File: config.mk
export PLATFORM = sky130hd
export DESIGN_NAME = pixel_gen_pipe_flat
export DESIGN_NICKNAME = d
export VERILOG_FILES = /design/src/rtl/pixel_gen_pipe_if.sv /design/src/rtl/pixel_gen_pipe.sv /design/src/flat_wrapper.sv
export SDC_FILE = /design/constraint.sdc
export NUM_CORES = 1
export LEC_CHECK = 0
export ABC_AREA = 1
export CORE_UTILIZATION = 46
export DETAILED_ROUTE_END_ITERATION = 16
export PLACE_DENSITY = 0.89
export SLEW_MARGIN = 10
export SYNTH_ARGS = -nofsm -noshare
export SYNTH_HDL_FRONTEND = slang
export SYNTH_SLANG_ARGS = --single-unit
File: constraint.sdc
create_clock -name clk -period 1.81 [get_ports clk]
set_input_delay 0.362 -clock clk [delete_from_list [all_inputs] [get_ports clk]]
set_output_delay 0.362 -clock clk [all_outputs]
set_load 0.02 [all_outputs]
File: src/rtl/pixel_gen_pipe_if.sv
// Pixel-generator bus: timing/fetch side drives the pixel request, the
// generator returns the registered colour and its delayed valid.
interface pixel_gen_pipe_if #(
  parameter int unsigned CNT_W     = 10,
  parameter int unsigned CELL_LOG2 = 5,
  parameter int unsigned COLOR_W   = 12
);
  localparam int unsigned CUR_W = CNT_W - CELL_LOG2;

  logic               valid;
  logic [CNT_W-1:0]   h_cnt;
  logic [CNT_W-1:0]   v_cnt;
  logic               frame_start;
  logic               enable_mouse_display;
  logic [COLOR_W-1:0] mouse_pixel;
  logic               enable_word_display;
  logic               word_pixel;
  logic               mem_pixel;
  logic               editing;
  logic [CUR_W-1:0]   writing_x;
  logic [CUR_W-1:0]   writing_y;
  logic               blink_en;
  logic               invert;
  logic [COLOR_W-1:0] pixel;
  logic               pixel_valid;

  modport master (
    output valid, h_cnt, v_cnt, frame_start, enable_mouse_display, mouse_pixel,
           enable_word_display, word_pixel, mem_pixel, editing, writing_x,
           writing_y, blink_en, invert,
    input  pixel, pixel_valid
  );

  modport slave (
    input  valid, h_cnt, v_cnt, frame_start, enable_mouse_display, mouse_pixel,
           enable_word_display, word_pixel, mem_pixel, editing, writing_x,
           writing_y, blink_en, invert,
    output pixel, pixel_valid
  );
endinterface

File: src/rtl/pixel_gen_pipe.sv
// Two-stage registered pixel generator: cell grid, word layer, mouse sprite
// and a frame-counted blinking edit cursor, with an ink/background invert.
module pixel_gen_pipe #(
  parameter int unsigned        CNT_W         = 10,
  parameter int unsigned        CELL_LOG2     = 5,
  parameter int unsigned        COLOR_W       = 12,
  parameter int unsigned        BLINK_FRAMES  = 30,
  parameter logic [COLOR_W-1:0] FG_COLOR      = COLOR_W'(12'hfff),
  parameter logic [COLOR_W-1:0] BG_COLOR      = COLOR_W'(12'h000),
  parameter logic [COLOR_W-1:0] GRID_COLOR    = COLOR_W'(12'h333),
  parameter logic [COLOR_W-1:0] CUR_BORDER_ON = COLOR_W'(12'hccc)
) (
  input  logic              clk,
  input  logic              rst_n,
  pixel_gen_pipe_if.slave   bus
);

  localparam int unsigned CUR_W  = CNT_W - CELL_LOG2;
  localparam int unsigned BCNT_W = (BLINK_FRAMES > 1) ? $clog2(BLINK_FRAMES) : 1;
  localparam logic [BCNT_W-1:0] BCNT_LAST = BCNT_W'(BLINK_FRAMES - 1);

  typedef struct packed {
    logic               valid;
    logic               border;
    logic               cur_hit;
    logic               mouse_en;
    logic [COLOR_W-1:0] mouse_pix;
    logic               mem;
    logic               word;
    logic               invert;
  } stage1_t;

  logic [BCNT_W-1:0]  blink_cnt_q, blink_cnt_d;
  logic               blink_phase_q, blink_phase_d;
  logic               editing_q;
  stage1_t            s1_q, s1_d;
  logic [COLOR_W-1:0] pixel_q, pixel_d;
  logic               pixel_valid_q, pixel_valid_d;

  logic               edit_rise_c;
  logic               cursor_visible_c;
  logic [CELL_LOG2-1:0] h_lo_c, v_lo_c;
  logic [CUR_W-1:0]   h_cell_c, v_cell_c;
  logic [COLOR_W-1:0] ink_c, bg_c;

  // Blink counter: an editing rising edge restarts a visible half-period and
  // overrides any frame_start in the same cycle.
  always_comb begin
    blink_cnt_d   = blink_cnt_q;
    blink_phase_d = blink_phase_q;
    edit_rise_c   = bus.editing & ~editing_q;
    if (edit_rise_c) begin
      blink_cnt_d   = '0;
      blink_phase_d = 1'b1;
    end else if (bus.frame_start) begin
      if (blink_cnt_q == BCNT_LAST) begin
        blink_cnt_d   = '0;
        blink_phase_d = ~blink_phase_q;
      end else begin
        blink_cnt_d = blink_cnt_q + BCNT_W'(1);
      end
    end
  end

  // Stage 1: cell geometry and cursor match, sampled with the pixel's inputs.
  always_comb begin
    h_lo_c           = bus.h_cnt[CELL_LOG2-1:0];
    v_lo_c           = bus.v_cnt[CELL_LOG2-1:0];
    h_cell_c         = bus.h_cnt[CNT_W-1:CELL_LOG2];
    v_cell_c         = bus.v_cnt[CNT_W-1:CELL_LOG2];
    cursor_visible_c = ~bus.blink_en | blink_phase_q;

    s1_d           = '0;
    s1_d.valid     = bus.valid;
    s1_d.border    = (&h_lo_c) | ~(|h_lo_c) | (&v_lo_c) | ~(|v_lo_c);
    s1_d.cur_hit   = bus.editing & cursor_visible_c &
                     (h_cell_c == bus.writing_x) & (v_cell_c == bus.writing_y);
    s1_d.mouse_en  = bus.enable_mouse_display;
    s1_d.mouse_pix = bus.mouse_pixel;
    s1_d.mem       = bus.mem_pixel;
    s1_d.word      = bus.word_pixel & bus.enable_word_display;
    s1_d.invert    = bus.invert;
  end

  // Stage 2: layer priority; grid and cursor-border colours ignore invert.
  always_comb begin
    ink_c         = s1_q.invert ? BG_COLOR : FG_COLOR;
    bg_c          = s1_q.invert ? FG_COLOR : BG_COLOR;
    pixel_d       = '0;
    pixel_valid_d = s1_q.valid;
    if (!s1_q.valid) begin
      pixel_d = '0;
    end else if (s1_q.mouse_en) begin
      pixel_d = s1_q.mouse_pix;
    end else if (s1_q.cur_hit && s1_q.border) begin
      pixel_d = s1_q.mem ? CUR_BORDER_ON : GRID_COLOR;
    end else if (s1_q.cur_hit) begin
      pixel_d = s1_q.mem ? ink_c : bg_c;
    end else if (s1_q.border) begin
      pixel_d = GRID_COLOR;
    end else if (s1_q.word) begin
      pixel_d = ink_c;
    end else begin
      pixel_d = bg_c;
    end
  end

  always_ff @(posedge clk or negedge rst_n) begin
    if (!rst_n) begin
      blink_cnt_q   <= '0;
      blink_phase_q <= 1'b1;
      editing_q     <= 1'b0;
      s1_q          <= '0;
      pixel_q       <= '0;
      pixel_valid_q <= 1'b0;
    end else begin
      blink_cnt_q   <= blink_cnt_d;
      blink_phase_q <= blink_phase_d;
      editing_q     <= bus.editing;
      s1_q          <= s1_d;
      pixel_q       <= pixel_d;
      pixel_valid_q <= pixel_valid_d;
    end
  end

  assign bus.pixel       = pixel_q;
  assign bus.pixel_valid = pixel_valid_q;

endmodule

File: src/flat_wrapper.sv
// flat-port wrapper written by rule: the top's interface ports become plain ports
module pixel_gen_pipe_flat 
#(
  parameter int unsigned        CNT_W         = 10,
  parameter int unsigned        CELL_LOG2     = 5,
  parameter int unsigned        COLOR_W       = 12,
  parameter int unsigned        BLINK_FRAMES  = 30,
  parameter logic [COLOR_W-1:0] FG_COLOR      = COLOR_W'(12'hfff),
  parameter logic [COLOR_W-1:0] BG_COLOR      = COLOR_W'(12'h000),
  parameter logic [COLOR_W-1:0] GRID_COLOR    = COLOR_W'(12'h333),
  parameter logic [COLOR_W-1:0] CUR_BORDER_ON = COLOR_W'(12'hccc)
)
  (clk, rst_n, bus_valid, bus_h_cnt, bus_v_cnt, bus_frame_start, bus_enable_mouse_display, bus_mouse_pixel, bus_enable_word_display, bus_word_pixel, bus_mem_pixel, bus_editing, bus_writing_x, bus_writing_y, bus_blink_en, bus_invert, bus_pixel, bus_pixel_valid);
  pixel_gen_pipe_if #(.CNT_W(CNT_W), .CELL_LOG2(CELL_LOG2), .COLOR_W(COLOR_W)) bus_i ();
  input  logic clk;
  input  logic rst_n;
  input wire logic [$bits(bus_i.valid)-1:0] bus_valid;
  input wire logic [$bits(bus_i.h_cnt)-1:0] bus_h_cnt;
  input wire logic [$bits(bus_i.v_cnt)-1:0] bus_v_cnt;
  input wire logic [$bits(bus_i.frame_start)-1:0] bus_frame_start;
  input wire logic [$bits(bus_i.enable_mouse_display)-1:0] bus_enable_mouse_display;
  input wire logic [$bits(bus_i.mouse_pixel)-1:0] bus_mouse_pixel;
  input wire logic [$bits(bus_i.enable_word_display)-1:0] bus_enable_word_display;
  input wire logic [$bits(bus_i.word_pixel)-1:0] bus_word_pixel;
  input wire logic [$bits(bus_i.mem_pixel)-1:0] bus_mem_pixel;
  input wire logic [$bits(bus_i.editing)-1:0] bus_editing;
  input wire logic [$bits(bus_i.writing_x)-1:0] bus_writing_x;
  input wire logic [$bits(bus_i.writing_y)-1:0] bus_writing_y;
  input wire logic [$bits(bus_i.blink_en)-1:0] bus_blink_en;
  input wire logic [$bits(bus_i.invert)-1:0] bus_invert;
  output wire logic [$bits(bus_i.pixel)-1:0] bus_pixel;
  output wire logic [$bits(bus_i.pixel_valid)-1:0] bus_pixel_valid;
  assign bus_i.valid = bus_valid;
  assign bus_i.h_cnt = bus_h_cnt;
  assign bus_i.v_cnt = bus_v_cnt;
  assign bus_i.frame_start = bus_frame_start;
  assign bus_i.enable_mouse_display = bus_enable_mouse_display;
  assign bus_i.mouse_pixel = bus_mouse_pixel;
  assign bus_i.enable_word_display = bus_enable_word_display;
  assign bus_i.word_pixel = bus_word_pixel;
  assign bus_i.mem_pixel = bus_mem_pixel;
  assign bus_i.editing = bus_editing;
  assign bus_i.writing_x = bus_writing_x;
  assign bus_i.writing_y = bus_writing_y;
  assign bus_i.blink_en = bus_blink_en;
  assign bus_i.invert = bus_invert;
  assign bus_pixel = bus_i.pixel;
  assign bus_pixel_valid = bus_i.pixel_valid;
  pixel_gen_pipe #(.CNT_W(CNT_W), .CELL_LOG2(CELL_LOG2), .COLOR_W(COLOR_W), .BLINK_FRAMES(BLINK_FRAMES), .FG_COLOR(FG_COLOR), .BG_COLOR(BG_COLOR), .GRID_COLOR(GRID_COLOR), .CUR_BORDER_ON(CUR_BORDER_ON)) u_core (.clk(clk), .rst_n(rst_n), .bus(bus_i));
endmodule
## Word level (Yosys, flattened, before mapping)

Index checks and enable logic that the tools add are counted.

| storage, ports and cells | value |
|---|---|
| memory bits (writable) | 0 |
| word-level logic and storage cells | 55 |
| bits in latches | 0 |
| memories | 0 |
| bits in registers | 39 |
| output and inout bits | 13 |
| memory bits (read-only) | 0 |

| cells by class | value |
|---|---|
| order comparisons | 0 |
| equal/unequal tests | 3 |
| reduce and logical (&&, ||, !) cells | 8 |
| multiply operators | 0 |
| divide/modulo/power cells | 0 |
| bitwise operators | 14 |
| muxes and demuxes | 16 |
| $add $sub $neg | 1 |
| shifts and indexed selects | 0 |

Operators with widths:

| kind | count |
|---|---|
| two-way mux 12 bit | 10 |
| two-way mux 5 bit | 3 |
| equality test 5 bit | 2 |
| AND reduction 5 bit | 2 |
| OR reduction 5 bit | 2 |
| adder 5 x 1 -> 5 bit, second input constant | 1 |
| AND 1 bit | 5 |
| equality test 5 bit, second input constant | 1 |
| NOT 1 bit | 5 |
| bitwise OR 1 bit | 4 |
| nonzero test 2 bit | 2 |
| two-way mux 1 bit | 3 |
| AND reduction 2 bit | 1 |
| logical AND 1 bit | 1 |

## Longest topological paths before layout

Gate-level depths: netlist (run 1).

| depth | value |
|---|---|
| depth in word-level cells | 7 |
| gate-level depth with buffers | 8 |
| gate-level depth less buffers | 8 |

## Worst setup path after synthesis (run 1)

No wires, ideal clock.

| timing | value |
|---|---|
| kind | register to register |
| from | register u_core.blink_cnt_q[0] |
| to | register u_core.blink_cnt_q[4] |
| cell stages (with the launch flop) | 8 |
| arrival | 929 ps |
| buffers on the path | 0 |
| path slack | 763 ps |
| period minus slack after synthesis | 1047 ps |
| setup time | 118 ps |
| cells stage by stage | dfrtp_1 -> ha_1 -> nand3_1 -> nand2_1 -> nand2_1 -> inv_1 -> nand4_1 -> nand2_1 |

| between the ends | value |
|---|---|
| longest elaborated chain between the ends | 4 |
| elaborated cells on any way between the ends | 5 |
| classes of those cells | add/sub: 1; eq/ne: 1; mux: 3 |

RTL lines:

| element | RTL line | text |
|---|---|---|
| start: declaration | pixel_gen_pipe.sv:33 | `logic [BCNT_W-1:0] blink_cnt_q, blink_cnt_d;` |
| start signal: assignment | pixel_gen_pipe.sv:117 | `blink_cnt_q <= blink_cnt_d;` |
| adder 5 x 1 -> 5 bit / equality test 5 bit (equally long branches) | pixel_gen_pipe.sv:60, pixel_gen_pipe.sv:56 |  |
| two-way mux 5 bit (*) | pixel_gen_pipe.sv:56 | `if (blink_cnt_q == BCNT_LAST) begin` |
| two-way mux 5 bit (*) | pixel_gen_pipe.sv:55 | `end else if (bus.frame_start) begin` |
| two-way mux 5 bit (*) | pixel_gen_pipe.sv:52 | `if (edit_rise_c) begin` |

Mark *: on every way between the ends. The rest lies on a longest branch, timed or not. The select of a mux whose other input is x is not followed.
A chain may end at the register's enable or synchronous reset.

## Final worst setup path (run 1)

| timing | value |
|---|---|
| from | register u_core.pixel_q[0] (netlist: u_core.bus.pixel[0]) |
| to | output bus_pixel[0] |

RTL lines:

| element | RTL line | text |
|---|---|---|
| start: declaration | pixel_gen_pipe.sv:37 | `logic [COLOR_W-1:0] pixel_q, pixel_d;` |
| start signal: assignment | pixel_gen_pipe.sv:121 | `pixel_q <= pixel_d;` |
| end: declaration | flat_wrapper.sv:31 | `output wire logic [$bits(bus_i.pixel)-1:0] bus_pixel;` |

No word-level cell between the ends.

==> summary.txt, run 1 <==
post-synthesis xor/xnor area fraction -> 0.04709
DIE WIDTH -> 62.33 um
Top Family by Delay on Critical Path -> buffers and inverters
relative slew slack -> 0.7073
CTS tree -> yes
synth top area cells -> dfrtp_1 (57%), nand2_1 (9.0%), inv_1 (7.6%), nor2_1 (7.6%), xnor2_1 (3.1%)
Setup Viol. Count Final -> 0
antenna-violating nets left -> 0
setup tns final -> 0 ps
DR pass1 iterations -> 4
clock skew -> 8.435 ps
Adder-Cell Fraction of Synth Area -> 0.01495
crit end category -> output port
Total Routed Length -> 3.035 mm
row cnt -> 21
Netlist cell types -> 20
Compound-Gate Fraction of Synth Area -> 0.02765
# diodes -> 0
post-synthesis mux area share -> 0
initial DRC count -> 51
pwr/cell area -> 728.7 mW/mm^2
Fillers -> 255
initial antenna violation count -> 0
Final min period -> 1674 ps
core area -> 0.003416 sq mm
status -> finished, final reports clean
Slew @ Worst Pin -> 439.1 ps
period utilisation layout -> 0.9248
fin. max-slew vios -> 0
Hold Fails Final Rpt -> 0
Overflow after GRT -> 0
CP Class -> reg2out
post-synthesis cell area -> 0.001674 sq mm
Static Leakage -> 1.219 nW
Yosys reg bits -> 39
crit path buf inv count -> 1
vias in the first global route -> 1370
placed instance count -> 298
CTS resizes -> 0
fmax -> 597.4 MHz
maximum vdd drop -> 568.4 uV
Total Power -> 1.791 mW
clk slew on worst S/H paths -> 130 ps
simple-gate share of the synthesized area -> 0.2414
area grow syn2layout -> 46.79%
first-pass GRT wire length -> 5.568 mm
average size of a mapped cell -> 8.905 sq um
final estimated routing congestion in global placement -> 0.7670
Layout Nets -> 315
overall routing resource usage -> 0.1830
Crit Path Max Fanout -> 1
Yosys top cell by area -> dfrtp_1
share of cells above drive strength 1 -> 0.06130
Setup WS post-layout -> 136.2 ps
HP Class -> reg2reg
worst-path cell chain -> clkdlybuf4s50_1
dpl hpwl -> 2.466 mm
top-level I/O count -> 66
Max clock buf depth -> 2
Placed Area -> 0.002386 sq mm
largest net degree at the start of global routing -> 21
Routed wire per std cell -> 9.886 um
worst skew pair latency -> 340 ps
largest family of logic cells by synthesized area -> simple AND/OR/NAND/NOR gates
# DRC -> 0
Finished Layout Cells -> 307
commonest non-fill, non-tap cells in the layout -> clkdlybuf4s50_1 (64), nand2_1 (40), dfrtp_1 (38)
clock root cell -> clkbuf_4
Initial Utilization -> 0.4901
RSZ-0062 raised after global routing -> false
worst path required time -> 1450 ps
WP data arrival -> 1310 ps
routed vias -> 1351
slowest CP cell -> clkdlybuf4s50_1
slowest stage delay, CP -> 600 ps
pre-CTS setup slack -> 305.4 ps
maxcap violations -> 0
Die Ht -> 62.33 um
Setup Buffers After CTS -> 0
Synth Net Count -> 243
Ys Warns -> 0
# clock sinks -> 39
Final Util -> 0.7194
H-tree lvl count -> 2
critical path startpoint category -> flop
vias per cell -> 4.401
Hold Slack -> 409.2 ps
cts bufs inserted -> 5
port bufs -> 65
share of the synthesized area in the top cell type -> 0.5680
commonest non-fill, non-tap cell in the layout -> clkdlybuf4s50_1
Final Cell Area -> 0.002457 sq mm
Seq/Total Area, Yosys -> 0.5837
die footprint -> 0.003884 sq mm
synthesized instance count -> 188
## kinds of logic (layout without fill, tap and decap cells)
group	Yosys count	in the layout
AOI/OAI and AO/OA	8	8
xor gates and xnor gates	9	9
adders and majority gates	2	2
buffers and inverters	37	110
DFF	39	39
and+or+nand+nor	93	93
## cell usage after synthesis
library cell  instances
buf_4                 1
clkbuf_1              1
dfrtp_1              38
dfstp_2               1
ha_1                  2
inv_1                34
inv_2                 1
nand2_1              40
nand3_1              10
nand3_2               3
nand3_4               1
nand4_1               3
nor2_1               34
nor3_1                2
o211ai_1              1
o21ai_0               4
o21ai_1               2
o221ai_1              1
xnor2_1               6
xor2_1                3
## repair_timing
| action | 4_1_cts | 5_1_grt |
|---|---|---|
| hold endpoints to repair | 19 | 0 |
| setup endpoints to repair | 0 | 0 |
| hold buffers | 1 | 0 |
## flip-flops by register name (all words and copies together), names as in the netlist
| signal | count |
|---|---|
| u_core.bus.pixel_valid | 1 |
| u_core.blink_phase_q | 1 |
| u_core.s1_q | 18 |
| u_core.bus.pixel | 12 |
| u_core.blink_cnt_q | 5 |
| u_core.pixel_valid_d | 1 |
| u_core.editing_q | 1 |
## power by group
group	internal (mW)	total [mW]	switching (mW)
registers	0.938	0.975	0.0373
logic	0.201	0.360	0.160
clock network	0.156	0.456	0.300
total	1.29	1.79	0.497
## per-layer routing
layer  wire (um)  share of wire  track usage
met4          36          0.012      0.06686
met2        1621           0.53       0.3228
met5           0              0            0
met1        1253           0.41       0.2110
met3         123          0.041      0.05147
## path summary, 6_finish.rpt
check | start | cells after the start | end | slack, ps
worst min-delay path | u_core.pixel_valid_d | 0 | u_core.bus.pixel_valid | 410
worst max-delay path | u_core.bus.pixel[0] | 1 | bus_pixel[0] | 140
worst max register to register | u_core.blink_cnt_q[0] | 4 | u_core.blink_cnt_q[2] | 650
worst min register to register | u_core.pixel_valid_d | 0 | u_core.bus.pixel_valid | 410
min in group asynchronous | rst_n | 2 | u_core.s1_q[0] | 480
max in group asynchronous | rst_n | 3 | u_core.blink_phase_q | 810
## cell type report
class                           instances  area [sq um]  share of cell area
Inverter                               35         131.4             0.05346
Multi-Input combinational cell        112         554.3              0.2256
Clock buffer                            5         37.54             0.01527
Sequential cell                        39         977.2              0.3977
Tap cell                               46         57.56             0.02342
Clock inverter                          3         23.77            0.009674
Timing Repair Buffer                   67         675.6              0.2749
Power figures use the tool's default switching activity.
==> run 2, diff against run 1 <==
Settings changed: ABC_CLOCK_PERIOD_IN_PS set to 1810.
==> results of run 2 <==
No change in the layout: final DEF, timing and power equal those of run 1.
==> run 3, diff against run 2 <==
Settings changed: SKIP_CTS_REPAIR_TIMING set to 1.
==> run 3 against run 2 <==
Net effect: register-to-register slack about the same; clock power hardly changed; highest routed layer unchanged; count of clock-buffer cells in the layout did not move.
==> summary.txt, run 3 (synthesis results as in run 1) <==
Total Routed Length -> 3.035 mm (unchanged)
Max clock buf depth -> 2 (unchanged)
R2R Path Start -> u_core.blink_cnt_q[0] (unchanged)
commonest non-fill, non-tap cells in the layout -> clkdlybuf4s50_1 (64), nand2_1 (40), dfrtp_1 (38) (unchanged)
crit end category -> output port (unchanged)
period utilisation layout -> 0.9248 (unchanged)
largest net degree at the start of global routing -> 21 (unchanged)
# DRC -> 0 (unchanged)
CP Class -> reg2out (unchanged)
Critical Path Stages -> 1 (unchanged)
CTS tree -> yes (unchanged)
row cnt -> 21 (unchanged)
worst-path cell chain -> clkdlybuf4s50_1 (unchanged)
Reg with most FFs -> u_core.s1_q (unchanged)
Top Family by Delay on Critical Path -> buffers and inverters (unchanged)
maximum vdd drop -> 568.4 uV (unchanged)
top-level I/O count -> 66 (unchanged)
Die Ht -> 62.33 um (unchanged)
Routed wire per std cell -> 9.886 um (unchanged)
DR pass1 iterations -> 4 (unchanged)
antenna-violating nets left -> 0 (unchanged)
RSZ-0062 raised after global routing -> false (unchanged)
R2R Path End -> u_core.blink_cnt_q[2] (unchanged)
clock root cell -> clkbuf_4 (unchanged)
# diodes -> 0 (unchanged)
Setup Viol. Count Final -> 0 (unchanged)
overall routing resource usage -> 0.1830 (unchanged)
fmax -> 597.4 MHz (unchanged)
pwr/cell area -> 728.7 mW/mm^2 (unchanged)
status -> finished, final reports clean (unchanged)
Static Leakage -> 1.219 nW (unchanged)
Final min period -> 1674 ps (unchanged)
core area -> 0.003416 sq mm (unchanged)
Fillers -> 255 (unchanged)
Overflow after GRT -> 0 (unchanged)
vias in the first global route -> 1369 (was 1370)
# clock sinks -> 39 (unchanged)
die footprint -> 0.003884 sq mm (unchanged)
cell count of the worst reg-to-reg path -> 4 (unchanged)
vias per cell -> 4.401 (unchanged)
H-tree lvl count -> 2 (unchanged)
worst path required time -> 1450 ps (about the same)
Hold Path Origin -> u_core.pixel_valid_d (unchanged)
port bufs -> 65 (unchanged)
worst skew pair latency -> 340 ps (about the same)
clock skew -> 8.435 ps (unchanged)
routed vias -> 1351 (unchanged)
area grow syn2layout -> 46.79% (unchanged)
dpl hpwl -> 2.466 mm (unchanged)
Total Power -> 1.791 mW (unchanged)
WP data arrival -> 1310 ps (about the same)
Hold Fails Final Rpt -> 0 (unchanged)
Hold Path Stages -> 0 (unchanged)
setup tns final -> 0 ps (unchanged)
slowest CP cell -> clkdlybuf4s50_1 (unchanged)
Slew @ Worst Pin -> 439.1 ps (about the same)
Layout Nets -> 315 (unchanged)
Crit Path Max Fanout -> 1 (unchanged)
crit path buf inv count -> 1 (unchanged)
slowest stage delay, CP -> 600 ps (about the same)
initial antenna violation count -> 0 (unchanged)
initial DRC count -> 51 (unchanged)
cts bufs inserted -> 5 (unchanged)
HP Class -> reg2reg (unchanged)
relative slew slack -> 0.7073 (about the same)
critical path startpoint category -> flop (unchanged)
fin. max-slew vios -> 0 (unchanged)
maxcap violations -> 0 (unchanged)
Initial Utilization -> 0.4901 (unchanged)
DIE WIDTH -> 62.33 um (unchanged)
clk slew on worst S/H paths -> 130 ps (about the same)
hold endpoint -> u_core.bus.pixel_valid (unchanged)
commonest non-fill, non-tap cell in the layout -> clkdlybuf4s50_1 (unchanged)
Largest register FFs -> 18 (unchanged)
first-pass GRT wire length -> 5.568 mm (unchanged)
share of cells above drive strength 1 -> 0.06130 (unchanged)
R2R setup slack -> 650 ps (about the same)
final estimated routing congestion in global placement -> 0.7670 (unchanged)
## run 3: cell counts in the layout (fill, tap and decap cells not counted)
No cell type changed its count.
## run 3: stage by stage
step	hold WS [ps]	util	setup WS, ps	area, sq um	cells
after floorplan	66.41	-	762.7	1674	188
final	409.2	0.7194	136.2	2457	307
after CTS	-55.54	0.7165	121.0	2447	306
after detailed placement	330.3	0.6985	305.4	2386	298
after global placement	324.6	0.6985	328.1	2386	298
after global routing	404.3	0.7194	77.87	2457	307
## run 3: worst reg2reg max path, cell delays in order (launching register included)
cell	delay [ps]
dfrtp_1	440
ha_1	260
xor2_1	170
nand3_1	80
o21ai_0	140
## run 3: worst max-delay path by stage
stage                                from                    end  slack (ps)
detailed placement            bus_editing  u_core.blink_cnt_q[1]         310
CTS                   u_core.bus.pixel[0]           bus_pixel[0]         120
floorplan           u_core.blink_cnt_q[0]  u_core.blink_cnt_q[4]         760
global route          u_core.bus.pixel[0]           bus_pixel[0]          80
finish                u_core.bus.pixel[0]           bus_pixel[0]         140
global placement              bus_editing  u_core.blink_cnt_q[0]         330
## run 3: layout make-up
cell class              instances  area [sq um]  share of cell area
clock inverters                 3         23.77            0.009674
inverters                      35         131.4             0.05346
repair buffers                 67         675.6              0.2749
multi-input cells             112         554.3              0.2256
well taps                      46         57.56             0.02342
flip-flops and latches         39         977.2              0.3977
clock buffers                   5         37.54             0.01527
## run 3: where the power goes
group          switching (mW)  internal [mW]
logic                   0.160          0.201
registers              0.0373          0.938
clock network           0.300          0.156
## run 3: layer usage
metal  share of wire  vias to the layer above  global-route usage  wire length (um)
met3           0.041                        4             0.05147               123
met1            0.41                      594              0.2110              1253
met4           0.012                        0             0.06686                36
met2            0.53                       40              0.3228              1621
met5               0                        -                   0                 0
li1                -                      713                   -                 -
